$ cat src/rtl/glay_kernel_read_responder.sv
// glay_kernel_read_responder
// Responder end of the setup/engine memory-request path. Takes single
// cacheline read requests (address + tag), issues each one as a single-beat
// AXI4 read and returns the tagged cacheline responses in request order.
//
// Ports:
//   ap_clk, ap_rst_n          clock, asynchronous active-low reset
//   req_in_*                  request stream (valid/ready, addr, tag)
//   flush                     stop accepting requests, drain in-flight reads
//   m_axi_ar*                 AXI4 read-address channel (arlen 0, full-width)
//   m_axi_r*                  AXI4 read-data channel
//   resp_out_*                response stream (valid/ready, data, tag, error)
//   outstanding               number of AR transactions awaiting data
//   fifo_setup_signal         high while initialising after reset
//   done                      idle: nothing buffered or in flight
//
// Optional build macro GLAY_READ_RESPONDER_STATS_EN adds saturating counters
// stat_req_count, stat_resp_count and stat_error_count.

module glay_kernel_read_responder #(
  parameter int ADDR_WIDTH      = 64,
  parameter int DATA_WIDTH      = 512,
  parameter int TAG_WIDTH       = 8,
  parameter int MAX_OUTSTANDING = 16,
  parameter int INIT_CYCLES     = 4
) (
  input  logic                                 ap_clk,
  input  logic                                 ap_rst_n,
  input  logic                                 req_in_valid,
  output logic                                 req_in_ready,
  input  logic [ADDR_WIDTH-1:0]                req_in_addr,
  input  logic [TAG_WIDTH-1:0]                 req_in_tag,
  input  logic                                 flush,
  output logic                                 m_axi_arvalid,
  input  logic                                 m_axi_arready,
  output logic [ADDR_WIDTH-1:0]                m_axi_araddr,
  output logic [7:0]                           m_axi_arlen,
  output logic [2:0]                           m_axi_arsize,
  input  logic                                 m_axi_rvalid,
  output logic                                 m_axi_rready,
  input  logic [DATA_WIDTH-1:0]                m_axi_rdata,
  input  logic [1:0]                           m_axi_rresp,
  output logic                                 resp_out_valid,
  input  logic                                 resp_out_ready,
  output logic [DATA_WIDTH-1:0]                resp_out_data,
  output logic [TAG_WIDTH-1:0]                 resp_out_tag,
  output logic                                 resp_out_error,
  output logic [$clog2(MAX_OUTSTANDING):0]     outstanding,
  output logic                                 fifo_setup_signal,
  output logic                                 done
`ifdef GLAY_READ_RESPONDER_STATS_EN
  ,
  output logic [31:0]                          stat_req_count,
  output logic [31:0]                          stat_resp_count,
  output logic [15:0]                          stat_error_count
`endif
);

  localparam int OFFSET_BITS = $clog2(DATA_WIDTH / 8);
  localparam int PTR_W       = $clog2(MAX_OUTSTANDING);
  localparam int CNT_W       = PTR_W + 1;
  localparam int INIT_W      = (INIT_CYCLES > 1) ? $clog2(INIT_CYCLES) : 1;
  localparam logic [INIT_W-1:0] INIT_LAST = INIT_W'(INIT_CYCLES - 1);
  localparam logic [CNT_W-1:0]  MAX_CNT   = CNT_W'(MAX_OUTSTANDING);

  typedef enum logic [1:0] {S_INIT, S_IDLE, S_ACTIVE, S_FLUSH} state_t;

  state_t                  state;
  logic [INIT_W-1:0]       init_cnt;

  logic                    req_full;
  logic [ADDR_WIDTH-1:0]   req_addr;
  logic [TAG_WIDTH-1:0]    req_tag;

  logic [TAG_WIDTH-1:0]    tag_mem [MAX_OUTSTANDING];
  logic [PTR_W-1:0]        tag_wr_ptr;
  logic [PTR_W-1:0]        tag_rd_ptr;

  logic [DATA_WIDTH-1:0]   buf_data [2];
  logic [TAG_WIDTH-1:0]    buf_tag  [2];
  logic                    buf_err  [2];
  logic                    buf_head;
  logic [1:0]              buf_count;
  logic                    buf_tail;

  logic req_accept, ar_hs, r_hs, r_accept, resp_pop, drained;
  logic unused_inputs;

  // Request byte offset and the rresp LSB carry no information for this block.
  assign unused_inputs = ^{req_in_addr[OFFSET_BITS-1:0], m_axi_rresp[0]};

  assign ar_hs      = m_axi_arvalid & m_axi_arready;
  assign r_hs       = m_axi_rvalid & m_axi_rready;
  // A beat with no matching tag is a protocol violation and is dropped.
  assign r_accept   = r_hs & (outstanding != '0);
  assign resp_pop   = resp_out_valid & resp_out_ready;

  // flush gates ready directly so acceptance stops in the same cycle.
  assign req_in_ready = ((state == S_IDLE) || (state == S_ACTIVE)) & ~flush &
                        (~req_full | ar_hs);
  assign req_accept   = req_in_valid & req_in_ready;

  assign m_axi_arvalid = req_full & (outstanding < MAX_CNT);
  assign m_axi_araddr  = req_addr;
  assign m_axi_arlen   = 8'd0;
  assign m_axi_arsize  = 3'(OFFSET_BITS);

  // rready is held low during INIT so every handshake output resets to 0.
  assign m_axi_rready   = (state != S_INIT) & (buf_count != 2'd2);
  assign resp_out_valid = (buf_count != 2'd0);
  assign resp_out_data  = buf_data[buf_head];
  assign resp_out_tag   = buf_tag[buf_head];
  assign resp_out_error = buf_err[buf_head];
  assign buf_tail       = buf_head ^ buf_count[0];

  // The pending request register counts as work, otherwise ACTIVE could fall
  // back to IDLE in the cycle between acceptance and the AR handshake.
  assign drained = (outstanding == '0) && (buf_count == 2'd0) && !req_full && !req_accept;

  // Control FSM; fifo_setup_signal and done are registered alongside state.
  always_ff @(posedge ap_clk or negedge ap_rst_n) begin
    if (!ap_rst_n) begin
      state             <= S_INIT;
      init_cnt          <= '0;
      fifo_setup_signal <= 1'b1;
      done              <= 1'b0;
    end else begin
      case (state)
        S_INIT: begin
          if (init_cnt == INIT_LAST) begin
            state             <= S_IDLE;
            fifo_setup_signal <= 1'b0;
            done              <= 1'b1;
          end else begin
            init_cnt <= init_cnt + INIT_W'(1);
          end
        end
        S_IDLE: begin
          if (req_accept) begin
            state <= S_ACTIVE;
            done  <= 1'b0;
          end
        end
        S_ACTIVE: begin
          if (flush) begin
            state <= S_FLUSH;
          end else if (drained) begin
            state <= S_IDLE;
            done  <= 1'b1;
          end
        end
        S_FLUSH: begin
          if (!flush && drained) begin
            state <= S_IDLE;
            done  <= 1'b1;
          end
        end
        default: state <= S_INIT;
      endcase
    end
  end

  // One-entry request register; the address is stored line-aligned.
  always_ff @(posedge ap_clk or negedge ap_rst_n) begin
    if (!ap_rst_n) begin
      req_full <= 1'b0;
      req_addr <= '0;
      req_tag  <= '0;
    end else if (req_accept) begin
      req_full <= 1'b1;
      req_addr <= {req_in_addr[ADDR_WIDTH-1:OFFSET_BITS], OFFSET_BITS'(0)};
      req_tag  <= req_in_tag;
    end else if (ar_hs) begin
      req_full <= 1'b0;
    end
  end

  // Tag storage needs no reset; the pointers alone define its contents.
  always_ff @(posedge ap_clk) begin
    if (ar_hs) begin
      tag_mem[tag_wr_ptr] <= req_tag;
    end
  end

  // Tag FIFO pointers and in-flight count. Occupancy equals outstanding.
  always_ff @(posedge ap_clk or negedge ap_rst_n) begin
    if (!ap_rst_n) begin
      tag_wr_ptr  <= '0;
      tag_rd_ptr  <= '0;
      outstanding <= '0;
    end else begin
      if (ar_hs)    tag_wr_ptr <= tag_wr_ptr + PTR_W'(1);
      if (r_accept) tag_rd_ptr <= tag_rd_ptr + PTR_W'(1);
      case ({ar_hs, r_accept})
        2'b10:   outstanding <= outstanding + CNT_W'(1);
        2'b01:   outstanding <= outstanding - CNT_W'(1);
        default: outstanding <= outstanding;
      endcase
    end
  end

  // Two-entry response skid buffer; the head entry drives resp_out_*.
  always_ff @(posedge ap_clk or negedge ap_rst_n) begin
    if (!ap_rst_n) begin
      for (int i = 0; i < 2; i++) begin
        buf_data[i] <= '0;
        buf_tag[i]  <= '0;
        buf_err[i]  <= 1'b0;
      end
      buf_head  <= 1'b0;
      buf_count <= 2'd0;
    end else begin
      if (r_accept) begin
        buf_data[buf_tail] <= m_axi_rdata;
        buf_tag[buf_tail]  <= tag_mem[tag_rd_ptr];
        buf_err[buf_tail]  <= m_axi_rresp[1];
      end
      if (resp_pop) buf_head <= ~buf_head;
      case ({r_accept, resp_pop})
        2'b10:   buf_count <= buf_count + 2'd1;
        2'b01:   buf_count <= buf_count - 2'd1;
        default: buf_count <= buf_count;
      endcase
    end
  end

`ifdef GLAY_READ_RESPONDER_STATS_EN
  // Saturating activity counters.
  always_ff @(posedge ap_clk or negedge ap_rst_n) begin
    if (!ap_rst_n) begin
      stat_req_count   <= '0;
      stat_resp_count  <= '0;
      stat_error_count <= '0;
    end else begin
      if (ar_hs && (stat_req_count != '1))
        stat_req_count <= stat_req_count + 32'd1;
      if (resp_pop && (stat_resp_count != '1))
        stat_resp_count <= stat_resp_count + 32'd1;
      if (r_hs && m_axi_rresp[1] && (stat_error_count != '1))
        stat_error_count <= stat_error_count + 16'd1;
    end
  end
`endif

endmodule

$ cat config.mk
export PLATFORM = sky130hd
export DESIGN_NAME = glay_kernel_read_responder
export DESIGN_NICKNAME = d
export VERILOG_FILES = /design/src/rtl/glay_kernel_read_responder.sv
export SDC_FILE = /design/constraint.sdc
export NUM_CORES = 2
export LEC_CHECK = 0
export ABC_AREA = 1
export CORE_AREA = 2 2 469 471
export CTS_BUF_LIST = sky130_fd_sc_hd__clkbuf_8
export DETAILED_ROUTE_END_ITERATION = 8
export DIE_AREA = 0 0 471 473
export GPL_TIMING_DRIVEN = 0
export PLACE_DENSITY = 0.53
export SLEW_MARGIN = 20
export SYNTH_ARGS = -nofsm -noshare
export SYNTH_HDL_FRONTEND = slang
export SYNTH_SLANG_ARGS = --single-unit
$ cat constraint.sdc
create_clock -name ap_clk -period 2.92 [get_ports ap_clk]
set_input_delay 0.438 -clock ap_clk [delete_from_list [all_inputs] [get_ports ap_clk]]
set_output_delay 0.438 -clock ap_clk [all_outputs]
set_load 0.01 [all_outputs]
==> out/qor.txt <==
Portion of the post-synthesis area used by sequential elements - 59.6%
HPWL after DPL - 178,000 µm
Placeable Area - 0.218 mm²
Max capacitance violation total - 0
TritonCTS clock tree - yes
Post-layout min period - 3.19 ns
Clock input transition at the sequential cells of the worst setup and hold paths - 0.06 ns
Biggest cell delay along the critical path - 0.43 ns
Commonest cells after routing, fill and taps aside - nand2_1 (2,566), dfrtp_1 (1,129), o21ai_0 (674)
Summed area of non-filler cells in the final layout - 0.0827 mm²
Clk_lat worst skew - 1.01 ns
Reg-to-Reg Start - state[0]$_DFFE_PN0P_
Avg Synthesized Cell Area - 8.58 µm²
Iteration-0 DRC Markers - 4,020
Count of endpoints failing hold in the final timing report - 0
Grt total ovfl - 0
Cell depth of the worst setup path - 9
Setup repair after global routing missed its margin - yes
Count of buffer and inverter cells on the critical path - 7
Boundary pin count - 1,200
Routability congestion estimate from global placement - 0.886
Antenna violations before repair - 63
Transition time of the tightest slew-check pin - 1.14 ns
Routed len/inst - 21.3 µm
Detailed-route vias per instance - 4.49
Number of clock sinks seen by CTS - 1,259
Wire length of the first global-routing pass - 350,000 µm
Layout Nets - 8,936
GRT Overall Usage - 21.0%
Number of synthesized register bits - 1,259
Cell row count - 172
Headroom to the max-slew limit - 23.7%
Worst path top cell family by delay - buffers and inverters
Classification of the worst setup path - reg2out
WL final - 243,000 µm
Total CTS buffers - 224
Largest fanout on the critical path - 8
Post-Layout Cell Count - 11,400
Number of global-route vias before repair - 51,400
Failing checks - negative setup slack
Most common library cell in the layout ignoring fill and taps - nand2_1
Minimum setup slack among reg-to-reg paths - -0.14 ns
Maximum number of pins on one net before global-route repair - 136
Reg2Reg Depth - 17
Port Buffer Count - 1,175
First drt pass iteration count - 6
# H-tree levels - 4
Startpoint types - register
Number of warnings issued by yosys - 0
Slowest stage cell, crit path - dfrtp_2
Fraction of post-synthesis cell area in the top cell type by area - 52.5%
Maximum root-to-sink buffer count - 3
Endpoint required time on the critical path - 2.48 ns
Post-synthesis cell type count - 34
Setup violations, final - 529
Capture point of the worst reg-to-reg path - outstanding[4]$_DFFE_PN0P_
Post-Syn Instances - 6,287
Library cell occupying the most area in the post-synthesis netlist - dfrtp_1
Total via count in the routed design - 51,200
Clock root buffer - clkbuf_8
Number of nets with antenna violations after detailed routing - 0
Period utilisation layout - 109%
Initial Utilization - 24.7%
Chip Width - 471 µm
Post-synthesis instance area - 0.0539 mm²
Run status - finished with violations
Arrival time worst endpoint - 2.75 ns
Ordered list of cells on the worst path - buf_12, buf_16, buf_16, clkbuf_16, buf_12, clkbuf_16, nand2_2, o21ai_2, buf_2
Class of the worst hold path - in2async
Total Die Area - 0.223 mm²
Cells after DPL - 10,400
Power density cells - 1170 mW/mm²
Leading cell types by total area after synthesis - dfrtp_1 (52%), nand2_1 (19%), o21ai_0 (9.2%)
Final total power - 97.0 mW
P_leak - 39.6 nW
Max Slew Vio Count - 0
Place WS - -2.34 ns
Setup slack of the critical path after layout - -0.268 ns
Maximum clock frequency - 0.314 GHz
Cell area after placement - 0.0697 mm²
Residual DRC - 0
P&R area growth vs syn - 53.4%
Fraction of layout cells with a size suffix above 1 - 18.9%
Kind of capture point of the worst setup path - output port
Final setup skew - 0.0719 ns
Die height - 473 µm
VDD IR-drop max - 579 µV
[report_power, final]
group	total (mW)	switching, mW	internal, mW
combinational	50.7	31.1	19.7
sequential	29.3	3.63	25.7
clock	17.0	8.15	8.84
total	97.0	42.8	54.2
[per-stage QoR]
step           setup TNS [ns]  hold slack, ns  util (%)
2_1_floorplan               0           0.142         -
3_3_place_gp                -           0.453      31.8
3_5_place_dp         -1255.55           0.431      31.9
4_1_cts               -225.90         -0.0644      37.2
5_1_grt               -192.54         -0.0163      37.9
6_report               -72.44          0.0382      37.9
[area by class of cell]
type | count | area [µm²]
Buffer | 391 | 3360
Clock inverter | 129 | 778
Timing Repair Buffer | 1802 | 17300
Tap cell | 2871 | 3590
Clock buffer | 280 | 3850
Multi-Input combinational cell | 4087 | 19500
Fill cell | 22200 | 136000
Antenna cell | 36 | 90.1
Sequential cell | 1259 | 32100
Inverter | 563 | 2120
[cells in the mapped netlist, drive strengths merged]
library cell and count:
a21boi 3, a21oi 21, a31oi 1, and2 2, and3 1, buf 266
clkbuf 127, clkinv 3, conb 2, dfrtp 1130, dfstp 1, edfxtp 128
ha 15, inv 560, mux2 66, nand2 2694, nand3 27, nand4 6
nor2 93, nor3 2, o211ai 27, o21ai 1093, o21bai 3, xnor2 5
xor2 11
[flip-flops by register name (all words and copies together), names as in the netlist]
name / cells
buf_head: 1
buf_data: 1024
state: 2
buf_count: 2
buf_err: 2
req_full: 1
done: 1
tag_rd_ptr: 4
m_axi_araddr: 58
init_cnt: 2
tag_mem: 128
buf_tag: 16
fifo_setup_signal: 1
req_tag: 8
tag_wr_ptr: 4
outstanding: 5
[worst register-to-register path, cell delays in order, from the launching register on]
cell and delay (ns):
dfrtp_1 0.40, inv_1 0.08, ha_1 0.24, a21oi_2 0.24, and2_1 0.23, nand2_2 0.18
inv_1 0.30, ha_1 0.34, xor2_1 0.22, ha_1 0.17, inv_1 0.04, nand2_1 0.09
and3_1 0.20, nor2_1 0.05, nand2_1 0.05, nand2_1 0.05, nand2_1 0.05, nand2_1 0.04
[metal layers]
| layer | wire, µm | part of all wire, % | GRT usage, % | up-vias |
|---|---|---|---|---|
| li1 | - | - | - | 23800 |
| met1 | 98100 | 40 | 25.7 | 25100 |
| met2 | 119000 | 49 | 35.8 | 1936 |
| met3 | 17300 | 7.1 | 5.31 | 410 |
| met4 | 8920 | 3.7 | 7.56 | 48 |
| met5 | 307 | 0.13 | 0 | - |
[worst max path at each step]
stage | start | end | slack [ns]
CTS | buf_head$_DFFE_PN0P_ | resp_out_data[134] | -0.49
global route | buf_head$_DFFE_PN0P_ | resp_out_data[436] | -0.44
global placement | ap_rst_n | buf_data[858]$_DFFE_PN0P_ | -52.56
floorplan | state[0]$_DFFE_PN0P_ | outstanding[4]$_DFFE_PN0P_ | 0.48
finish | buf_head$_DFFE_PN0P_ | resp_out_data[431] | -0.27
detailed placement | buf_head$_DFFE_PN0P_ | resp_out_data[402] | -2.34
[timing repair]
item                                    4_1_cts  5_1_grt
gates resized for setup                    2499      968
cloned                                       10       24
pin swaps                                    15        6
setup buffers                                26       21
endpoints found under the hold margin      1224        0
endpoints found under the setup margin     1568      952
hold buffers                                534        0
[logic make-up (layout without fill, tap and decap cells)]
group           after synthesis  in the layout  synth area share, %
flops                      1259           1259                 59.6
simple gates               2825           2825                 19.8
other cells                   2             53               0.0139
buf+inv                     956           3165                 7.74
compound gates             1148           1148                 10.8
fa+ha+maj                    15             15                0.348
mux                          66             66                 1.38
xor+xnor                     16             16                0.260
Power figures use the tool's default switching activity.
